$ cat src/rtl/gpin_conditioner.sv
`default_nettype none
// ============================================================================
//  Module   : gpin_conditioner
//  Function : 16-bit input conditioner: 2-flop synchroniser followed by an
//             optional per-bit tick-based debounce (GPIN_CONDITIONER_DEBOUNCE_EN).
//  Revision : 1.0 - initial release
// ============================================================================
module gpin_conditioner #(
    parameter int PRESCALE     = 1000,
    parameter int STABLE_TICKS = 4
) (
    input  logic        CLK_I,
    input  logic        RST_I,
    input  logic [15:0] PIN_I,
    output logic [15:0] PORT_O,
    output logic [15:0] CHG_O
);

    logic [15:0] r_s1;
    logic [15:0] r_s2;

    always_ff @(posedge CLK_I) begin
        if (RST_I) begin
            r_s1 <= '0;
            r_s2 <= '0;
        end else begin
            r_s1 <= PIN_I;
            r_s2 <= r_s1;
        end
    end

`ifdef GPIN_CONDITIONER_DEBOUNCE_EN
    localparam int c_PRESC_W = (PRESCALE > 1) ? $clog2(PRESCALE) : 1;
    localparam int c_CNT_W   = $clog2(STABLE_TICKS + 1);
    localparam logic [c_PRESC_W-1:0] c_PRESC_LAST = c_PRESC_W'(PRESCALE - 1);
    localparam logic [c_CNT_W-1:0]   c_CNT_LAST   = c_CNT_W'(STABLE_TICKS - 1);

    logic [c_PRESC_W-1:0] r_presc;
    logic                 w_tick;
    logic [15:0]          w_port;
    logic [15:0]          w_chg;

    // With PRESCALE = 1 the counter is pinned at 0 and w_tick is constant high.
    assign w_tick = (r_presc == c_PRESC_LAST);

    always_ff @(posedge CLK_I) begin
        if (RST_I || w_tick) begin
            r_presc <= '0;
        end else begin
            r_presc <= r_presc + 1'b1;
        end
    end

    for (genvar i = 0; i < 16; i++) begin : g_bit
        logic [c_CNT_W-1:0] r_cnt;
        logic               r_port;
        logic               r_chg;

        always_ff @(posedge CLK_I) begin
            if (RST_I) begin
                r_cnt  <= '0;
                r_port <= 1'b0;
                r_chg  <= 1'b0;
            end else begin
                r_chg <= 1'b0;
                if (r_s2[i] == r_port) begin
                    r_cnt <= '0;
                end else if (w_tick) begin
                    if (r_cnt == c_CNT_LAST) begin
                        r_port <= r_s2[i];
                        r_cnt  <= '0;
                        r_chg  <= 1'b1;
                    end else begin
                        r_cnt <= r_cnt + 1'b1;
                    end
                end
            end
        end

        assign w_port[i] = r_port;
        assign w_chg[i]  = r_chg;
    end

    assign PORT_O = w_port;
    assign CHG_O  = w_chg;
`else
    logic [15:0] r_port;
    logic [15:0] r_chg;
    logic        w_unused_params;

    // Timing parameters have no meaning without the debounce stage.
    assign w_unused_params = |{PRESCALE, STABLE_TICKS};

    always_ff @(posedge CLK_I) begin
        if (RST_I) begin
            r_port <= '0;
            r_chg  <= '0;
        end else begin
            r_port <= r_s2;
            r_chg  <= r_s2 ^ r_port;
        end
    end

    assign PORT_O = r_port;
    assign CHG_O  = r_chg;
`endif

endmodule
`default_nettype wire

$ cat config.mk
export PLATFORM = sky130hd
export DESIGN_NAME = gpin_conditioner
export DESIGN_NICKNAME = d
export VERILOG_FILES = /design/src/rtl/gpin_conditioner.sv
export SDC_FILE = /design/constraint.sdc
export NUM_CORES = 1
export LEC_CHECK = 0
export BUFFER_PORTS_ARGS = -buffer_cell sky130_fd_sc_hd__buf_2
export CELL_PAD_IN_SITES_DETAIL_PLACEMENT = 1
export CELL_PAD_IN_SITES_GLOBAL_PLACEMENT = 1
export CORE_MARGIN = 2
export CORE_UTILIZATION = 40
export DETAILED_ROUTE_END_ITERATION = 16
export PLACE_DENSITY = 0.88
export SLEW_MARGIN = 20
export SYNTH_ARGS = -nofsm -noshare
export SYNTH_HDL_FRONTEND = slang
export SYNTH_SLANG_ARGS = --single-unit
$ cat constraint.sdc
create_clock -name CLK_I -period 0.8 [get_ports CLK_I]
set_input_delay 0.08 -clock CLK_I [delete_from_list [all_inputs] [get_ports CLK_I]]
set_output_delay 0.08 -clock CLK_I [all_outputs]
set_load 0.005 [all_outputs]
==> results.sh, run 1 <==
export IMPL_crit_family="flip-flops"
export IMPL_hp_class="input port to flop"
export IMPL_die_area_um2=5480
export IMPL_syn_num_nets=169
export IMPL_synth_top_area_share=0.653
export IMPL_antenna_cells=0
export IMPL_status="finished, violations left"
export IMPL_power_density_nw_per_um2=2170
export IMPL_postSynthCellCount=151
export IMPL_ff2ff_setup_slack_ns=-0.01
export IMPL_synth_common_cells="dfxtp_1 (64), nor2b_2 (40), nor2_1 (16), xnor2_1 (16), nor2b_1 (8)"
export IMPL_vias=1271
export IMPL_max_cap_viol_count=0
export IMPL_drc=0
export IMPL_final_max_slew_viol_count=0
export IMPL_yosys_warnings=0
export IMPL_fin_crit_ns=0.862
export IMPL_clk_latency_ns=0.33
export IMPL_drt_iter0_drc=43
export IMPL_wl_per_cell_um=14.0
export IMPL_max_stage_delay_ns=0.33
export IMPL_root_buffer="clkbuf_8"
export IMPL_grt_pass1_wl_um=6240
export IMPL_initial_utilization=0.415
export IMPL_finalSetupViolCount=34
export IMPL_synth_cell_types=6
export IMPL_postSynthAreaPerCell_um2=13.0
export IMPL_track_usage=0.159
export IMPL_worst_pin_slew_ns=0.177
export IMPL_dr_pass1_iters=4
export IMPL_async_flop_share=0
export IMPL_die_w_um=74.0
export IMPL_max_clock_path_buffers=2
export IMPL_maxSlewHeadroom=0.882
export IMPL_hpwl_um=2290
export IMPL_synthTopCellsByArea="dfxtp_1 (65%), nor2b_2 (18%), xnor2_1 (7.1%)"
export IMPL_multi_input_area_um2=646
export IMPL_cp_start_kind="flop"
export IMPL_core_area_um2=4720
export IMPL_cts_made_buffers=9
export IMPL_htree_levels=3
export IMPL_place_area_um2=2280
export IMPL_violations="negative setup slack"
export IMPL_fmaxAchievable_mhz=1160
export IMPL_cp_max_fo=2
export IMPL_yosys_area_top_type="dfxtp_1"
export IMPL_worstSetupEndpointType="output pin"
export IMPL_dieHeight_um=74.0
export IMPL_cpMaxStageDelayCell="dfxtp_2"
export IMPL_fillers=483
export IMPL_synth_most_common_cell="dfxtp_1"
export IMPL_port_buffers=49
export IMPL_ir_drop_v=0.000939
export IMPL_hold_violations=0
export IMPL_routed_wirelength_um=4360
export IMPL_skew_ns=0.00487
export IMPL_p_leak_nw=1.24
export IMPL_vias_per_cell=4.09
export IMPL_antenna_found_initial=0
export IMPL_ant_nets=0
export IMPL_grt_max_degree=20
export IMPL_ios=50
export IMPL_cp_cell_sequence="buf_2"
export IMPL_grt_overflow_total=0
export IMPL_grt_pass1_vias=1334
export IMPL_place_congestion=0.661
export IMPL_drive_gt1_frac=0.623
export IMPL_ys_flop_type="dfxtp_1"
export IMPL_critical_path_buf_inv_count=1
export IMPL_required_ns=0.72
export IMPL_cts_tree="done"
export IMPL_p_total_mw=6.25
export IMPL_worst_slack_ns=-0.0624
export IMPL_worstPathArrival_ns=0.78
export IMPL_final_area_um2=2880
export IMPL_area_growth_pct=46.6
export IMPL_mappedNetlistArea_um2=1960
export IMPL_criticalPathCategory="flop to output pin"
export IMPL_clock_sinks=64
export IMPL_yosysSeqAreaShare=0.653
export IMPL_rsz0062_at_grt="yes"
export IMPL_pre_cts_slack_ns=0.105
export IMPL_fin_crit_sh=1.08
export IMPL_synth_edf_count=0
export IMPL_ys_seq_elements=64
export IMPL_path_clk_slew_ns=0.07
export IMPL_fin_setup_tns_ns=-1.33
export IMPL_rows=25
export IMPL_nets=257
export IMPL_regArea_um2=1310
export IMPL_utilization=0.609
-- layer usage --
metal | vias to the layer above | global-route usage | wire (um)
met1 | 583 | 0.168 | 1650
met4 | 0 | 0.0889 | 163
met3 | 13 | 0.0610 | 201
li1 | 632 | - | -
met5 | - | 0 | 0
met2 | 43 | 0.274 | 2350
-- registers in the layout, indices dropped and copies added, names as in the netlist --
signal	count
CHG_O	16
r_s2	16
PORT_O	16
r_s1	16
-- path summary, 6_finish.rpt --
check                  from   endpoint  depth (start not counted)
setup / recovery  PORT_O[9]  PORT_O[9]                          1
hold / removal    PIN_I[13]   r_s1[13]                          2
setup reg to reg  PORT_O[8]   CHG_O[8]                          3
hold reg to reg    r_s1[13]   r_s2[13]                          1
-- placed cells by master (no fill, tap or decap) --
cell type / synthesis / routed
nor2b_1: 8 / 8
clkinv_2: 0 / 4
buf_6: 7 / 14
dlygate4sd3_1: 0 / 15
nor2_1: 16 / 16
dfxtp_2: 0 / 23
buf_12: 0 / 3
clkbuf_8: 0 / 10
xnor2_2: 0 / 6
nor2b_2: 40 / 40
buf_2: 0 / 35
dfxtp_1: 64 / 41
clkbuf_1: 0 / 2
buf_4: 0 / 17
xnor2_1: 16 / 10
-- report_power, final --
part           switching [mW]  internal [mW]
clock network            1.17           1.19
logic                   0.183          0.316
registers              0.0647           3.33
-- final cells by class --
cell class | instances | share of cell area
clock inverters | 4 | 0.00696
well taps | 67 | 0.0292
clock buffers | 12 | 0.0505
repair buffers | 84 | 0.233
multi-input cells | 80 | 0.225
flip-flops and latches | 64 | 0.456
-- metrics by stage --
stage          cells  hold WS, ns
4_1_cts          311       0.0113
6_report         311       0.0114
3_5_place_dp     264        0.295
3_3_place_gp     264        0.288
2_1_floorplan    151        0.208
5_1_grt          311       0.0144
-- cell families (layout without fill, tap and decap cells) --
logic type	Yosys count	after routing	synth area share
buffers and inverters	7	100	0.0402
DFF	64	64	0.653
xor gates and xnor gates	16	16	0.0715
and+or+nand+nor	64	64	0.235
-- timing repair --
action	in CTS	in global routing
pin swaps	0	1
endpoints found under the setup margin	32	38
hold buffers	15	0
resized for setup	19	24
endpoints found under the hold margin	15	0
setup buffers	16	0
Power figures use the tool's default switching activity.
==> inputs of run 2 (changes only) <==
Settings changed: CORE_MARGIN 2 to 1.5, REMOVE_ABC_BUFFERS from default to 1, SKIP_CTS_REPAIR_TIMING from default to 1.
==> run 2 against run 1 <==
The run ends with negative hold slack, negative setup slack left. Global-route usage decreased by 3.1 points. Setup slack got worse by 0.018 ns. Critical path depth unchanged. Clock power rose by 21%. Largest cell class unchanged. Count of clock-buffer cells in the layout fell by 1. Sequential power about the same. Maximum frequency shrank 2.1%. First-iteration DRC count is 2.3% higher. Clock skew increased by 0.0015 ns. Largest power group unchanged. Design area fell by 2.2%. Sequential share of layout area up 1.0 points. Register-to-register slack barely moved.
==> results.sh, run 2 (synthesis results as in run 1) <==
export IMPL_instances_no_fill=303
export IMPL_cpMaxStageDelayCell="dfxtp_2"
export IMPL_dr_pass1_iters=3
export IMPL_antenna_found_initial=0
export IMPL_power_density_nw_per_um2=2380
export IMPL_status="finished, violations left"
export IMPL_dp_cells=262
export IMPL_violations="negative hold slack, negative setup slack"
export IMPL_fin_setup_tns_ns=-1.16
export IMPL_place_congestion=0.705
export IMPL_wl_per_cell_um=12.1
export IMPL_layout_common_cells="dfxtp_1 (41), nor2b_2 (40), buf_2 (40)"
export IMPL_rows=25
export IMPL_hold_violations=1
export IMPL_hp_class="input port to flop"
export IMPL_path_clk_slew_ns=0.07
export IMPL_utilization=0.595
export IMPL_cts_tree="done"
export IMPL_nets=250
export IMPL_port_buffers=49
export IMPL_criticalPathCategory="flop to output pin"
export IMPL_routed_wirelength_um=3680
export IMPL_cp_max_fo=2
export IMPL_core_area_um2=4720
export IMPL_antenna_cells=0
export IMPL_cts_made_buffers=9
export IMPL_vias_per_cell=4.08
export IMPL_hpwl_um=1930
export IMPL_max_clock_path_buffers=2
export IMPL_initial_utilization=0.415
export IMPL_fillers=486
export IMPL_drive_gt1_frac=0.614
export IMPL_htree_levels=3
export IMPL_root_buffer="clkbuf_8"
export IMPL_drc=0
export IMPL_cp_cell_sequence="buf_2"
export IMPL_drt_iter0_drc=44
export IMPL_area_growth_pct=43.5
export IMPL_clk_latency_ns=0.33
export IMPL_grt_overflow_total=0
export IMPL_maxSlewHeadroom=0.857
export IMPL_worst_pin_slew_ns=0.215
export IMPL_fin_crit_ns=0.880
export IMPL_skew_ns=0.00642
export IMPL_finalSetupViolCount=35
export IMPL_die_area_um2=5330
export IMPL_vias=1235
export IMPL_place_area_um2=2250
export IMPL_worstPathArrival_ns=0.80
export IMPL_critical_path_buf_inv_count=1
export IMPL_ant_nets=0
export IMPL_final_area_um2=2810
export IMPL_cp_start_kind="flop"
export IMPL_max_stage_delay_ns=0.34
export IMPL_worst_slack_ns=-0.0805
export IMPL_grt_max_degree=40
export IMPL_fin_crit_sh=1.10
export IMPL_rsz0062_at_grt="yes"
export IMPL_clock_sinks=64
export IMPL_ir_drop_v=0.000990
export IMPL_fmaxAchievable_mhz=1140
export IMPL_grt_pass1_wl_um=4720
export IMPL_grt_pass1_vias=1043
export IMPL_whs_ns=-0.0181
export IMPL_ios=50
export IMPL_dieHeight_um=73.0
export IMPL_final_max_slew_viol_count=0
export IMPL_final_common_cell="dfxtp_1"
export IMPL_track_usage=0.128
export IMPL_p_leak_nw=1.21
export IMPL_crit_family="flip-flops"
export IMPL_required_ns=0.72
export IMPL_worstSetupEndpointType="output pin"
export IMPL_die_w_um=73.0
export IMPL_pre_cts_slack_ns=0.100
export IMPL_max_cap_viol_count=0
run 2: where the power goes:
part,internal (mW),total [mW],switching [mW],leakage (nW)
Clock,1.73,2.86,1.13,0.103
Combinational,0.285,0.453,0.168,0.575
Sequential,3.32,3.38,0.0556,0.536
run 2: area by class of cell:
type	instances	area (um^2)	share of cell area
clock buffers	11	131	0.0467
clock inverters	4	70.1	0.0249
multi-input cells	80	646	0.230
flip-flops and latches	64	1310	0.466
well taps	67	83.8	0.0298
repair buffers	77	572	0.203
run 2: final timing paths:
path | startpoint | endpoint | slack [ns] | cells past startpoint
max reg2reg | PORT_O[6] | CHG_O[6] | 0 | 3
max | PORT_O[0] | PORT_O[0] | -0.08 | 1
min reg2reg | r_s1[1] | r_s2[1] | 0.44 | 1
min | PIN_I[14] | r_s1[14] | -0.02 | 2
run 2: routing by layer:
layer / GRT usage / routed length (um)
met1: 0.135 / 1380
met2: 0.193 / 2030
met3: 0.0622 / 182
met4: 0.107 / 82
met5: 0 / 0
run 2: metrics by stage:
| stage | hold slack, ns | power [mW] |
|---|---|---|
| after global routing | 0.00778 | 6.96 |
| final | -0.0181 | 6.69 |
| after CTS | -0.0654 | 6.66 |
| after detailed placement | 0.295 | 3.78 |
| after floorplan | 0.146 | 3.58 |
| after global placement | 0.291 | 3.76 |
==> inputs of run 3 (changes only) <==
Settings changed: ABC_AREA from default to 1, CORE_UTILIZATION 40 to 37, PLACE_DENSITY 0.88 to 0.89.
==> run 3 against run 2 <==
The flow finishes with violations (negative setup slack). Utilization is 6.6 points lower. Design area decreased by 4.4%. Sequential cell count unchanged. Total power fell by 8.3%. Register-to-register slack improved by 0.06 ns. Die area grew 6.8%. Largest power group unchanged.
==> results.sh, run 3 <==
export IMPL_status="finished, violations left"
export IMPL_violations="negative setup slack"
export IMPL_required_ns=0.72
export IMPL_die_w_um=75.4
export IMPL_antenna_found_initial=0
export IMPL_max_clock_path_buffers=2
export IMPL_yosys_warnings=0
export IMPL_hp_class="input port to flop"
export IMPL_whs_ns=0.160
export IMPL_grt_pass1_wl_um=5740
export IMPL_synthTopCellsByArea="dfxtp_1 (66%), nor2_1 (15%), inv_1 (9.5%)"
export IMPL_grt_pass1_vias=1348
export IMPL_drt_iter0_drc=62
export IMPL_rows=26
export IMPL_power_density_nw_per_um2=2280
export IMPL_fillers=638
export IMPL_die_area_um2=5690
export IMPL_postSynthCellCount=231
export IMPL_cts_tree="done"
export IMPL_cp_max_fo=3
export IMPL_rsz0062_at_grt="yes"
export IMPL_grt_max_degree=30
export IMPL_hold_violations=0
export IMPL_critical_path_buf_inv_count=1
export IMPL_crit_family="flip-flops"
export IMPL_dieHeight_um=75.4
export IMPL_place_congestion=0.619
export IMPL_ant_nets=0
export IMPL_cp_start_kind="flop"
export IMPL_initial_utilization=0.383
export IMPL_max_stage_delay_ns=0.35
export IMPL_path_clk_slew_ns=0.06
export IMPL_root_buffer="clkbuf_8"
export IMPL_fin_crit_ns=0.863
export IMPL_clk_latency_ns=0.33
export IMPL_criticalPathCategory="flop to output pin"
export IMPL_mappedNetlistArea_um2=1940
export IMPL_synth_cell_types=8
export IMPL_drc=0
export IMPL_synth_most_common_cell="nor2_1"
export IMPL_maxSlewHeadroom=0.783
export IMPL_ios=50
export IMPL_cpMaxStageDelayCell="dfxtp_2"
export IMPL_skew_ns=0.00143
export IMPL_worstSetupEndpointType="output pin"
export IMPL_final_common_cell="nor2_1"
export IMPL_routed_wirelength_um=4110
export IMPL_postSynthAreaPerCell_um2=8.41
export IMPL_ir_drop_v=0.00141
export IMPL_synth_common_cells="nor2_1 (79), dfxtp_1 (64), inv_1 (49)"
export IMPL_layout_common_cells="nor2_1 (79), inv_1 (49), dfxtp_1 (43)"
export IMPL_wl_per_cell_um=10.8
export IMPL_p_leak_nw=1.35
export IMPL_dr_pass1_iters=4
export IMPL_finalSetupViolCount=32
export IMPL_vias=1562
export IMPL_max_cap_viol_count=0
export IMPL_area_growth_pct=38.4
export IMPL_nets=326
export IMPL_track_usage=0.143
export IMPL_yosys_area_top_type="dfxtp_1"
export IMPL_grt_overflow_total=0
export IMPL_worst_slack_ns=-0.0625
export IMPL_pre_cts_slack_ns=-0.0212
export IMPL_worst_pin_slew_ns=0.325
export IMPL_vias_per_cell=4.11
export IMPL_hpwl_um=2470
export IMPL_synth_edf_count=0
export IMPL_worstPathArrival_ns=0.78
export IMPL_ys_seq_elements=64
export IMPL_async_flop_share=0
export IMPL_fmaxAchievable_mhz=1160
export IMPL_synth_top_area_share=0.660
export IMPL_ys_flop_type="dfxtp_1"
export IMPL_fin_setup_tns_ns=-1.28
export IMPL_cts_made_buffers=9
export IMPL_drive_gt1_frac=0.290
export IMPL_final_max_slew_viol_count=0
export IMPL_utilization=0.530
export IMPL_yosysSeqAreaShare=0.660
export IMPL_antenna_cells=0
export IMPL_cp_cell_sequence="buf_6"
export IMPL_port_buffers=49
export IMPL_core_area_um2=5070
export IMPL_clock_sinks=64
export IMPL_htree_levels=3
export IMPL_fin_crit_sh=1.08
==> run 3: changes by cell type after synthesis, moves of 3 or more <==
cell	before	now
buf_6	7	4
inv_1	0	49
nand2_1	0	31
nor2_1	16	79
nor2b_1	8	0
nor2b_2	40	0
xnor2_1	16	0
==> run 3: stage by stage <==
| step | std cells | area [um^2] | power [mW] |
|---|---|---|---|
| 2_1_floorplan | 225 | 1890 | 3.57 |
| 3_3_place_gp | 346 | 2230 | 3.72 |
| 3_5_place_dp | 346 | 2230 | 3.75 |
| 4_1_cts | 359 | 2390 | 6.06 |
| 5_1_grt | 380 | 2690 | 6.37 |
| 6_report | 380 | 2690 | 6.13 |
==> run 3: final timing paths <==
check              end  slack (ns)  cells after the start        from
max reg2reg  CHG_O[13]        0.06                      4  PORT_O[13]
min           CHG_O[1]        0.16                      4       RST_I
min reg2reg    r_s2[1]        0.40                      2     r_s1[1]
max          PORT_O[6]       -0.06                      1   PORT_O[6]
==> run 3: cell type report <==
class | instances | area, um^2 | share of cell area
inverter | 50 | 188 | 0.0698
tap | 70 | 87.6 | 0.0326
clock buffer | 12 | 155 | 0.0577
clock inverter | 1 | 5.00 | 0.00186
sequential | 64 | 1310 | 0.486
timing repair buffer | 72 | 527 | 0.196
multi-input combinational | 111 | 418 | 0.155
==> run 3: kinds of logic after synthesis <==
kind of cell           Yosys count  share of synthesized area
flip-flops                      64                      0.660
AO/OA/AOI/OAI                    1                    0.00257
AND/OR/NAND/NOR                110                      0.213
buffers and inverters           56                      0.125
==> run 3: power by group <==
| group | switching (mW) | internal, mW | leakage, nW |
|---|---|---|---|
| sequential | 0.0604 | 3.32 | 0.535 |
| combinational | 0.186 | 0.208 | 0.727 |
| clock | 1.12 | 1.24 | 0.0842 |
==> run 3: layer usage <==
metal | vias up | routed length (um) | global-route usage | share of wire
met5 | - | 0 | 0 | 0
met2 | 39 | 2110 | 0.234 | 0.51
met1 | 719 | 1700 | 0.151 | 0.41
li1 | 794 | - | - | -
met3 | 10 | 204 | 0.0648 | 0.050
met4 | 0 | 97 | 0.0833 | 0.024
